$ cat config.mk
export PLATFORM = sky130hd
export DESIGN_NAME = bos_spi_responder
export DESIGN_NICKNAME = d
export VERILOG_FILES = /design/src/rtl/bos_spi_responder.sv
export SDC_FILE = /design/constraint.sdc
export NUM_CORES = 1
export LEC_CHECK = 0
export BUFFER_PORTS_ARGS = -buffer_cell sky130_fd_sc_hd__buf_2
export CAP_MARGIN = 20
export CELL_PAD_IN_SITES_DETAIL_PLACEMENT = 0
export CELL_PAD_IN_SITES_GLOBAL_PLACEMENT = 2
export CORE_MARGIN = 2
export CORE_UTILIZATION = 43
export DETAILED_ROUTE_END_ITERATION = 16
export PLACE_DENSITY = 0.95
export SLEW_MARGIN = 20
export SYNTH_ARGS = -nofsm -noshare
export SYNTH_HDL_FRONTEND = slang
export SYNTH_SLANG_ARGS = --single-unit
$ cat constraint.sdc
create_clock -name sys_clk -period 4.24 [get_ports sys_clk]
set_input_delay 0.636 -clock sys_clk [delete_from_list [all_inputs] [get_ports sys_clk]]
set_output_delay 0.636 -clock sys_clk [all_outputs]
set_load 0.05 [all_outputs]
$ cat src/rtl/bos_spi_responder.sv
// SPI responder emulating the SBIS BOS control port (CPOL=1, CPHA=0, 24-bit frames).
// Define SPI_RESP_ID_REG_EN to make address 0 a read-only ID register.
module bos_spi_responder #(
    parameter int          NUM_REGS = 16,
    parameter logic [15:0] ID_VALUE = 16'hB05A
) (
    input  logic        sys_clk,
    input  logic        n_rst,
    input  logic        sl,
    input  logic        sck,
    input  logic        sdatai,
    output logic        sdatao,
    output logic        sdatao_oe,
    output logic        wr_strobe,
    output logic [6:0]  wr_addr,
    output logic [15:0] wr_data,
    output logic        frame_err
);

    localparam int         AW     = (NUM_REGS > 1) ? $clog2(NUM_REGS) : 1;
    localparam logic [7:0] NREG_W = 8'(NUM_REGS);

    typedef enum logic [1:0] {IDLE, HDR, DATA, DONE} state_t;

    logic        sl_meta_q, sl_sync_q, sl_prev_q;
    logic        sl_meta_d, sl_sync_d, sl_prev_d;
    logic        sck_meta_q, sck_sync_q, sck_prev_q;
    logic        sck_meta_d, sck_sync_d, sck_prev_d;
    logic        sdi_meta_q, sdi_sync_q;
    logic        sdi_meta_d, sdi_sync_d;
    logic [1:0]  fill_q, fill_d;
    logic        armed_q, armed_d;
    state_t      state_q, state_d;
    logic [4:0]  bit_cnt_q, bit_cnt_d;
    logic [15:0] sh_q, sh_d;
    logic [15:0] rd_sh_q, rd_sh_d;
    logic        rw_q, rw_d;
    logic [6:0]  addr_q, addr_d;
    logic        overrun_q, overrun_d;
    logic        sdatao_q, sdatao_d;
    logic        oe_q, oe_d;
    logic        wr_strobe_q, wr_strobe_d;
    logic [6:0]  wr_addr_q, wr_addr_d;
    logic [15:0] wr_data_q, wr_data_d;
    logic        frame_err_q, frame_err_d;
    logic [15:0] regs_q [NUM_REGS];
    logic [15:0] regs_d [NUM_REGS];

    logic        sl_fall, sl_rise, sck_fall, sck_rise;
    logic [7:0]  hdr;
    logic [15:0] rd_val;
    logic        id_ro;

    function automatic logic addr_ok(input logic [6:0] a);
        return {1'b0, a} < NREG_W;
    endfunction

    assign sl_fall  = sl_prev_q & ~sl_sync_q;
    assign sl_rise  = ~sl_prev_q & sl_sync_q;
    assign sck_fall = sck_prev_q & ~sck_sync_q & ~sl_sync_q;
    assign sck_rise = ~sck_prev_q & sck_sync_q & ~sl_sync_q;
    assign hdr      = {sh_q[6:0], sdi_sync_q};

`ifdef SPI_RESP_ID_REG_EN
    assign id_ro = (addr_q == 7'd0);

    always_comb begin
        rd_val = '0;
        if (addr_ok(hdr[6:0])) rd_val = regs_q[hdr[AW-1:0]];
        if (hdr[6:0] == 7'd0) rd_val = ID_VALUE;
    end
`else
    logic unused_id;
    assign unused_id = ^ID_VALUE;
    assign id_ro     = 1'b0;

    always_comb begin
        rd_val = '0;
        if (addr_ok(hdr[6:0])) rd_val = regs_q[hdr[AW-1:0]];
    end
`endif

    always_comb begin
        sl_meta_d   = sl;
        sl_sync_d   = sl_meta_q;
        sl_prev_d   = sl_sync_q;
        sck_meta_d  = sck;
        sck_sync_d  = sck_meta_q;
        sck_prev_d  = sck_sync_q;
        sdi_meta_d  = sdatai;
        sdi_sync_d  = sdi_meta_q;
        // Ignore the synchroniser reset value until it reflects the real pin.
        fill_d      = (fill_q == 2'd2) ? fill_q : fill_q + 2'd1;
        armed_d     = armed_q | ((fill_q == 2'd2) & sl_sync_q);
        state_d     = state_q;
        bit_cnt_d   = bit_cnt_q;
        sh_d        = sh_q;
        rd_sh_d     = rd_sh_q;
        rw_d        = rw_q;
        addr_d      = addr_q;
        overrun_d   = overrun_q;
        sdatao_d    = sdatao_q;
        oe_d        = oe_q;
        wr_strobe_d = 1'b0;
        wr_addr_d   = wr_addr_q;
        wr_data_d   = wr_data_q;
        frame_err_d = 1'b0;
        regs_d      = regs_q;

        unique case (state_q)
            IDLE: begin
                if (sl_fall && armed_q) begin
                    state_d   = HDR;
                    bit_cnt_d = '0;
                    overrun_d = 1'b0;
                    rw_d      = 1'b0;
                end
            end
            default: begin
                if (sl_rise) begin
                    state_d  = IDLE;
                    sdatao_d = 1'b0;
                    oe_d     = 1'b0;
                    if (bit_cnt_q == 5'd24 && !overrun_q) begin
                        if (!rw_q && addr_ok(addr_q) && !id_ro) begin
                            regs_d[addr_q[AW-1:0]] = sh_q;
                            wr_strobe_d = 1'b1;
                            wr_addr_d   = addr_q;
                            wr_data_d   = sh_q;
                        end
                    end else begin
                        frame_err_d = 1'b1;
                    end
                end else if (sck_fall) begin
                    sh_d = {sh_q[14:0], sdi_sync_q};
                    if (bit_cnt_q != 5'd31) bit_cnt_d = bit_cnt_q + 5'd1;
                    if (state_q == HDR && bit_cnt_q == 5'd7) begin
                        rw_d    = hdr[7];
                        addr_d  = hdr[6:0];
                        state_d = DATA;
                        if (hdr[7]) rd_sh_d = rd_val;
                    end else if (state_q == DATA && bit_cnt_q == 5'd23) begin
                        state_d = DONE;
                    end else if (state_q == DONE) begin
                        overrun_d = 1'b1;
                    end
                end else if (sck_rise && state_q == DATA && rw_q) begin
                    sdatao_d = rd_sh_q[15];
                    rd_sh_d  = {rd_sh_q[14:0], 1'b0};
                    oe_d     = 1'b1;
                end
            end
        endcase
    end

    always_ff @(posedge sys_clk) begin
        if (!n_rst) begin
            sl_meta_q   <= 1'b1;
            sl_sync_q   <= 1'b1;
            sl_prev_q   <= 1'b1;
            sck_meta_q  <= 1'b1;
            sck_sync_q  <= 1'b1;
            sck_prev_q  <= 1'b1;
            sdi_meta_q  <= 1'b1;
            sdi_sync_q  <= 1'b1;
            fill_q      <= '0;
            armed_q     <= 1'b0;
            state_q     <= IDLE;
            bit_cnt_q   <= '0;
            sh_q        <= '0;
            rd_sh_q     <= '0;
            rw_q        <= 1'b0;
            addr_q      <= '0;
            overrun_q   <= 1'b0;
            sdatao_q    <= 1'b0;
            oe_q        <= 1'b0;
            wr_strobe_q <= 1'b0;
            wr_addr_q   <= '0;
            wr_data_q   <= '0;
            frame_err_q <= 1'b0;
            regs_q      <= '{default: '0};
        end else begin
            sl_meta_q   <= sl_meta_d;
            sl_sync_q   <= sl_sync_d;
            sl_prev_q   <= sl_prev_d;
            sck_meta_q  <= sck_meta_d;
            sck_sync_q  <= sck_sync_d;
            sck_prev_q  <= sck_prev_d;
            sdi_meta_q  <= sdi_meta_d;
            sdi_sync_q  <= sdi_sync_d;
            fill_q      <= fill_d;
            armed_q     <= armed_d;
            state_q     <= state_d;
            bit_cnt_q   <= bit_cnt_d;
            sh_q        <= sh_d;
            rd_sh_q     <= rd_sh_d;
            rw_q        <= rw_d;
            addr_q      <= addr_d;
            overrun_q   <= overrun_d;
            sdatao_q    <= sdatao_d;
            oe_q        <= oe_d;
            wr_strobe_q <= wr_strobe_d;
            wr_addr_q   <= wr_addr_d;
            wr_data_q   <= wr_data_d;
            frame_err_q <= frame_err_d;
            regs_q      <= regs_d;
        end
    end

    assign sdatao    = sdatao_q;
    assign sdatao_oe = oe_q;
    assign wr_strobe = wr_strobe_q;
    assign wr_addr   = wr_addr_q;
    assign wr_data   = wr_data_q;
    assign frame_err = frame_err_q;

endmodule

==> results.md, run 1 <==
* Met3 wire length at around 3400 um
* Place WS at 1050 ps
* DP Area at roughly 17000 sq um
* Max Cap Viol at 0
* First-pass GRT wire length at between 80000 and 90000 um
* Min-Delay Path Class: in -> reg
* Final setup vio count at 0
* Leak at 5.497 nW
* FF-to-FF End: regs_q[65]
* Status: finished clean
* Drt pass-1 iters at 5
* Yosys top cell by area: dfxtp_1
* Crit path DAT at ~3700 ps
* Seq/Total Area, Yosys at 41.60%
* Most frequent cells in the layout: dfxtp_1, a21oi_1, o31ai_1
* Commonest non-fill, non-tap cell in the layout: dfxtp_1
* Worst R2R Setup Slack at 900 ps
* RSZ-0062 raised after global routing: false
* Clock sink count at 342
* Routed vias/inst at ~6.8
* Initial Util at a little over two fifths
* Die area at between 30000 and 40000 sq um
* Peak supply drop at about 220 uV
* Congestion Overflow GR at 0
* Syn Inst Count at 1810
* Hold Buf Count CTS at 0
* Final instance count without filler cells at between 2000 and 2500
* CTS Buffer Depth at 3
* CP Launch Type: register
* PnR worst setup slack at 897.8 ps
* Inserted Diodes at 0
* Vias at between 10000 and 15000
* Kind of critical path: reg -> reg
* Post-synth design cell area at roughly 16000 sq um
* Combinational Power Share at ~2.3%
* F_max at 299.2 MHz
* Number of CTS-inserted buffers at 39
* Residual DRC at 0
* Worst r2r src: state_q[0]
* Power Dens Cells at between 300 and 400 nW/um^2
* Synth area leaders: dfxtp_1, o31ai_1, nand4_1, a21oi_1, mux4_2
* Clk network pwr share at 48.4%
* Post-Synth XOR/XNOR Area at less than 1%
* Root Driver: clkbuf_16
* Simple-gate share of the synthesized area at between 10% and 20%
* Initial antenna violation count at 0
* Largest family of logic cells by synthesized area: compound AO/OA/AOI/OAI gates
* Layout net count at around 1700
* I/O pin total at 32
* Pin count of the biggest net entering global routing at 164
* Slew headroom at between 20% and 30%
* Clk_lat worst skew at 530 ps
* Finished Cell Area at about 18000 sq um
* Iter 0 DRT Violations at between 1500 and 2000
* Fraction of the cycle the final worst path needs at 78.83%
* Clock skew at 16.01 ps
* Vias in the first global route at 14550
* P_sw at 1.442 mW
* R2R cell count at 7
* Adder-cell share of the synthesized area at less than 1%
* Routed len/inst at roughly 24 um
* Yosys Warn Count at 0
* Sequential power share at between 40% and 50%
* Cell count after placement at 2115
* Crit. End Element: register
* Mux cell area share after synthesis at between 10% and 20%
* Final Core Density at between 40% and 50%
* Syn_nets at ~1800
* Routed wl met2 at approximately 25000 um
* Worst-margin pin slew at between 1000 and 1500 ps
* Mean Syn Cell Area at a little over 9 sq um
* IO buf count at 31
* CTS H-tree depth at 2
* Worst setup endpoint: regs_q[65]
* Remaining antenna violation count at 0
* Total GRT Usage at about 26%
* Sw frac at 21.90%
* DP Wirelength at 26040 um
* Netlist cell types at 50
* WL final at 51920 um
* Required time of the critical path at between 4000 and 5000 ps
* Clock-pin slew of the registers on the worst-case setup and hold paths at 60 ps
* Met1 wire length at roughly 23000 um
* CP startpoint: state_q[0]
* Min Tclk post-route at 3342 ps
* CTS tree: done
* Core Rows at 71
* Top_reg_cell synth: dfxtp_1
* Final Hold Fails at 0
* CTS resizes at 0
* Die Ht at around 200 um
* Post-CTS Setup Bufs at 0
* Synthesis-stage register bit count at 342
* Max Used Layer: met4
* Final slew viol count at 0
* Synth top area share at roughly two fifths
* Complex-gate fraction of the synthesized area at roughly a quarter
* Gpl congestion at ~0.79
* Post-synth ARST share at 0%
* EDFF count, synth at 0
* Internal Pwr Total at approximately 5.1 mW
* Core outline area at 37670 sq um
* Fin Setup TNS at 0 ps
* CP Max Fanout at between 100 and 150
* Share of post-route cells with drive strength above 1 at about an eighth
* Die X at approximately 200 um
* Synthesis-to-layout area growth at 7.769%
[layout make-up]
type                       count  area [sq um]
inverter                      10         45.04
multi-input combinational   1182          8491
fill                        3604         19930
timing repair buffer          70         523.0
clock buffer                  61          1161
clock inverter                 4         23.77
sequential                   342          6855
tap                          511         639.4
[per-layer routing]
layer,track usage (%),vias to the layer above
li1,-,6657
met1,36.29,7399
met2,42.50,595
met3,2.970,85
met4,7.188,0
met5,0,-
[synthesized netlist by cell type (2+ instances only)]
cell type and n:
inv_1 8, nand2_1 78, buf_6 11, a21oi_1 301, a31oi_1 2, a311oi_1 2, nand3_1 8, or3_1 3
dfxtp_1 342, and3_1 4, nor4_2 2, o2bb2ai_1 14, clkbuf_1 208, a22oi_1 8, a221oi_1 2, ha_1 7
o21ai_0 20, a221o_1 2, mux4_2 55, nor3_1 7, buf_2 38, nand4b_1 2, nand2b_1 15, inv_2 2
nand4_1 256, nor2b_1 7, and2_1 3, or4_1 3, or2_2 4, a22o_1 13, nor2_1 20, o22ai_1 2
o31ai_1 257, buf_1 19, o21a_1 4, mux2i_1 67
[kinds of logic (layout without fill, tap and decap cells)]
kind of cell    Yosys count  after routing
compound gates          632            632
simple gates            419            419
flops                   342            342
buf+inv                 286            145
mux                     122            122
fa+ha+maj                 7              7
xor+xnor                  2              2
[through the flow]
stage	total power, mW	hold slack [ps]
floorplan	3.428	386.3
global placement	3.462	396.6
detailed placement	3.465	402.1
CTS	6.624	276.2
global route	6.769	288.8
finish	6.586	287.6
[how the worst min path moves through the flow]
stage                           from         end  slack [ps]  depth (start not counted)
after global routing          sdatai  sdi_meta_q         290                          2
after global placement     sl_meta_q   sl_prev_d         400                          1
after detailed placement  sck_meta_q  sck_prev_d         400                          1
after floorplan           sck_meta_q  sck_prev_d         390                          1
after CTS                         sl   sl_meta_q         280                          2
final                         sdatai  sdi_meta_q         290                          2
[critical path, cell delays in order (launching register included)]
cell,delay [ps]
dfxtp_1,360
inv_1,70
ha_1,350
or3b_1,510
or4_4,860
buf_12,370
o31ai_1,390
a21oi_1,100
[state kept, by name, indices dropped and copies added, names as in the netlist, 2 cells and up]
signal and flops:
wr_data 16, fill_q 2, state_q 2, sh_q 16
regs_q 256, addr_q 7, bit_cnt_q 5, wr_addr 7
rd_sh_q 16
[power groups by stage]
stage | clock [mW] | sequential (mW) | combinational, mW
2_1_floorplan | 0 | 3.31 | 0.115
3_3_place_gp | 0 | 3.32 | 0.145
3_5_place_dp | 0 | 3.32 | 0.148
4_1_cts | 3.23 | 3.25 | 0.151
5_1_grt | 3.36 | 3.25 | 0.165
6_report | 3.19 | 3.25 | 0.150
(Power assumes the default switching activity.)
==> inputs of run 2 (changes only) <==
--- a/config.mk
+++ b/config.mk
@@ -5,14 +5,15 @@
 export SDC_FILE = /design/constraint.sdc
 export NUM_CORES = 1
 export LEC_CHECK = 0
+export ABC_AREA = 1
 export BUFFER_PORTS_ARGS = -buffer_cell sky130_fd_sc_hd__buf_2
 export CAP_MARGIN = 20
 export CELL_PAD_IN_SITES_DETAIL_PLACEMENT = 0
 export CELL_PAD_IN_SITES_GLOBAL_PLACEMENT = 2
 export CORE_MARGIN = 2
-export CORE_UTILIZATION = 43
+export CORE_UTILIZATION = 35
 export DETAILED_ROUTE_END_ITERATION = 16
-export PLACE_DENSITY = 0.95
+export PLACE_DENSITY = 0.91
 export SLEW_MARGIN = 20
 export SYNTH_ARGS = -nofsm -noshare
 export SYNTH_HDL_FRONTEND = slang
==> constraint.sdc (replaced) <==
create_clock -name sys_clk -period 3.1 [get_ports sys_clk]
set_input_delay 0.465 -clock sys_clk [delete_from_list [all_inputs] [get_ports sys_clk]]
set_output_delay 0.465 -clock sys_clk [all_outputs]
set_load 0.05 [all_outputs]
==> results.md, run 2 <==
* Hold Buf Count CTS at 0 (unchanged)
* Fin Setup TNS at 0 ps (unchanged)
* Gpl congestion at 0.7993 (+0.60%)
* Leak at 7.406 nW (+35%)
* Worst R2R Setup Slack at 500 ps (-400 ps)
* Die Ht at 219.1 um (+9.8%)
* CP Max Fanout at 55 (-62%)
* Internal Pwr Total at 7.299 mW (+42%)
* Mean Syn Cell Area at 6.515 sq um (-28%)
* Slew headroom at 23.98% (+0.76 points)
* Syn Inst Count at 2486 (+37%)
* Top_reg_cell synth: dfxtp_1
* Max reg flops at 256 (unchanged)
* Total GRT Usage at 22.27% (-3.7 points)
* WL final at 53550 um (+3.1%)
* Die area at 48010 sq um (+20%)
* Number of CTS-inserted buffers at 41 (+5.1%)
* Kind of critical path: reg -> reg
* Synth top area share at 42.27% (+0.67 points)
* CTS H-tree depth at 2 (unchanged)
* Routed vias/inst at 5.077 (-25%)
* Yosys top cell by area: dfxtp_1
* Synthesis-to-layout area growth at 10.98%
* Hold Path End: sl_meta_q
* F_max at 383.9 MHz (+28%)
* Most frequent cells in the layout: nand2_1, nand3_1, dfxtp_1
* Initial antenna violation count at 0 (unchanged)
* Synth area leaders: dfxtp_1, nand2_1, nand3_1, a21oi_1, inv_1
* Netlist cell types at 30 (-40%)
* Most frequent cell after synthesis: nand2_1
* CTS tree: done
* Root Driver: clkbuf_16
* Most used cell, CP: nand2_1
* Post-CTS Setup Bufs at 0 (unchanged)
* Iter 0 DRT Violations at 1246 (-31%)
* Final instance count without filler cells at 3044 (+40%)
* Top cells by instance count after synthesis: nand2_1, nand3_1, dfxtp_1, inv_1, a21oi_1
* I/O pin total at 32 (unchanged)
* Commonest non-fill, non-tap cell in the layout: nand2_1
* Post-synth design cell area at 16200 sq um (-1.6%)
* RSZ-0062 raised after global routing: false
* Min-Delay Path Class: in -> reg
* Final setup vio count at 0 (unchanged)
* Clk network pwr share at 48.8% (+0.4 points)
* Max Cap Viol at 0 (unchanged)
* Post-synth ARST share at 0% (unchanged)
* Peak supply drop at 387.7 uV (+76%)
* Crit. End Element: register
* Clock skew at 25.32 ps (+9.310 ps)
* Fraction of the cycle the final worst path needs at 84.03% (+5.2 points)
* Biggest register: regs_q
* Share of post-route cells with drive strength above 1 at 7.859% (-4.4 points)
* DP Area at 16690 sq um (+0.82%)
* Vias in the first global route at 14190 (-2.5%)
* Drt pass-1 iters at 7 (+2)
* Initial Util at 35.54% (-8.2 points)
* Worst Hold Path Cells at 2 (unchanged)
* Vias at 15460 (+4.9%)
* Pin count of the biggest net entering global routing at 127 (-23%)
* Worst r2r src: state_q[0]
* Congestion Overflow GR at 0 (unchanged)
* FF-to-FF End: regs_q[70]
* Routed len/inst at 17.59 um (-26%)
* Syn_nets at 2498 (+37%)
* Layout net count at 2425 (+46%)
* Final slew viol count at 0 (unchanged)
* Power Dens Cells at 536.8 nW/um^2 (+45%)
* Core Rows at 78 (+9.9%)
* Finished Cell Area at 17970 sq um (+1.3%)
* Clock-pin slew of the registers on the worst-case setup and hold paths at 60 ps (about the same)
* Cell count after placement at 2970 (+40%)
* Worst hold margin at 77.39 ps (-210.2 ps)
* Sw frac at 24.35% (+2.4 points)
* Synthesis-stage register bit count at 342 (unchanged)
* Worst-margin pin slew at 1139 ps (-12.98 ps)
* Clk_lat worst skew at 580 ps (+50 ps)
* CTS resizes at 0 (unchanged)
* Die X at 219.1 um (+9.8%)
* Crit path DAT at 3030 ps (-690 ps)
* Sequential power share at 46.3% (-3.0 points)
* Layout fillers at 4867 (+35%)
* Yosys Warn Count at 0 (unchanged)
* Remaining antenna violation count at 0 (unchanged)
* IO buf count at 31 (unchanged)
* Core outline area at 45580 sq um (+21%)
* Seq/Total Area, Yosys at 42.27% (+0.67 points)
* Clock sink count at 342 (unchanged)
* R2R cell count at 10 (+3)
* Crit path largest cell delay at 590 ps (-270 ps)
* CTS Buffer Depth at 3 (unchanged)
* Final Hold Fails at 0 (unchanged)
* Combinational Power Share at 5.0% (+2.7 points)
* Status: finished clean
* Worst Hold Launch: sl
* CP Launch Type: register
* Required time of the critical path at 3530 ps (-1090 ps)
* First-pass GRT wire length at 82880 um (-0.45%)
* Residual DRC at 0 (unchanged)
* Pwr Total at 9.648 mW (+47%)
* Crit path cell chain: inv_1 > ha_1 > inv_2 > nand2_2 > inv_1 > nand2_1 > inv_6 > nand2_1 > nand2_1 > a21oi_1
* DP Wirelength at 31000 um (+19%)
* Critical-path top delay cell: nand2_1
* P_sw at 2.350 mW (+63%)
* Min Tclk post-route at 2605 ps (-737.4 ps)
* EDFF count, synth at 0 (unchanged)
[run 2: final cells by class]
class,instances,area (sq um),area share [%]
multi-input cells,1698,7511,41.79
flip-flops and latches,342,6855,38.14
clock buffers,56,1132,6.300
inverters,254,964.7,5.367
well taps,600,750.7,4.177
repair buffers,76,608.1,3.383
clock inverters,17,150.1,0.8353
diodes,1,2.502,0.01392
[run 2: through the flow]
step	utilization [%]	setup slack [ps]
5_1_grt	39.43	238.1
3_3_place_gp	36.62	534.2
2_1_floorplan	-	1371
6_report	39.44	495.2
3_5_place_dp	36.62	529.7
4_1_cts	39.43	506.0
[run 2: worst max-delay path, delay by kind of cell (launching register included)]
family	cells	cell delay (ps)
fa+ha+maj	1	270
flops	1	330
compound gates	1	80
buf+inv	4	720
simple gates	4	1010
[run 2: power groups by stage]
stage | logic (mW) | clock network, mW | registers, mW
floorplan | 0.352 | 0 | 4.55
global placement | 0.470 | 0 | 4.56
detailed placement | 0.476 | 0 | 4.56
CTS | 0.479 | 4.80 | 4.46
global route | 0.537 | 4.97 | 4.47
finish | 0.478 | 4.71 | 4.46
[run 2: how the worst max path moves through the flow]
stage	start	to	slack, ps
3_3_place_gp	state_q[0]	regs_q[31]	530
6_report	state_q[0]	regs_q[70]	500
5_1_grt	state_q[0]	regs_q[99]	240
2_1_floorplan	state_q[0]	regs_q[197]	1370
4_1_cts	state_q[0]	regs_q[19]	510
3_5_place_dp	state_q[0]	regs_q[19]	530
[run 2: cells by family (layout without fill, tap and decap cells)]
logic type / Yosys count / in the layout / share of synthesized area, %
simple gates: 1403 / 1403 / 36.72
flops: 342 / 342 / 42.27
fa+ha+maj: 7 / 7 / 0.5407
buf+inv: 446 / 403 / 11.36
compound gates: 288 / 288 / 9.108
other cells: 0 / 1 / 0
[run 2: layer usage]
| metal | global-route usage (%) | routed length (um) |
|---|---|---|
| met4 | 9.144 | 1858 |
| met3 | 2.938 | 2787 |
| met1 | 30.47 | 24890 |
| met5 | 0 | 0 |
| met2 | 35.32 | 24010 |
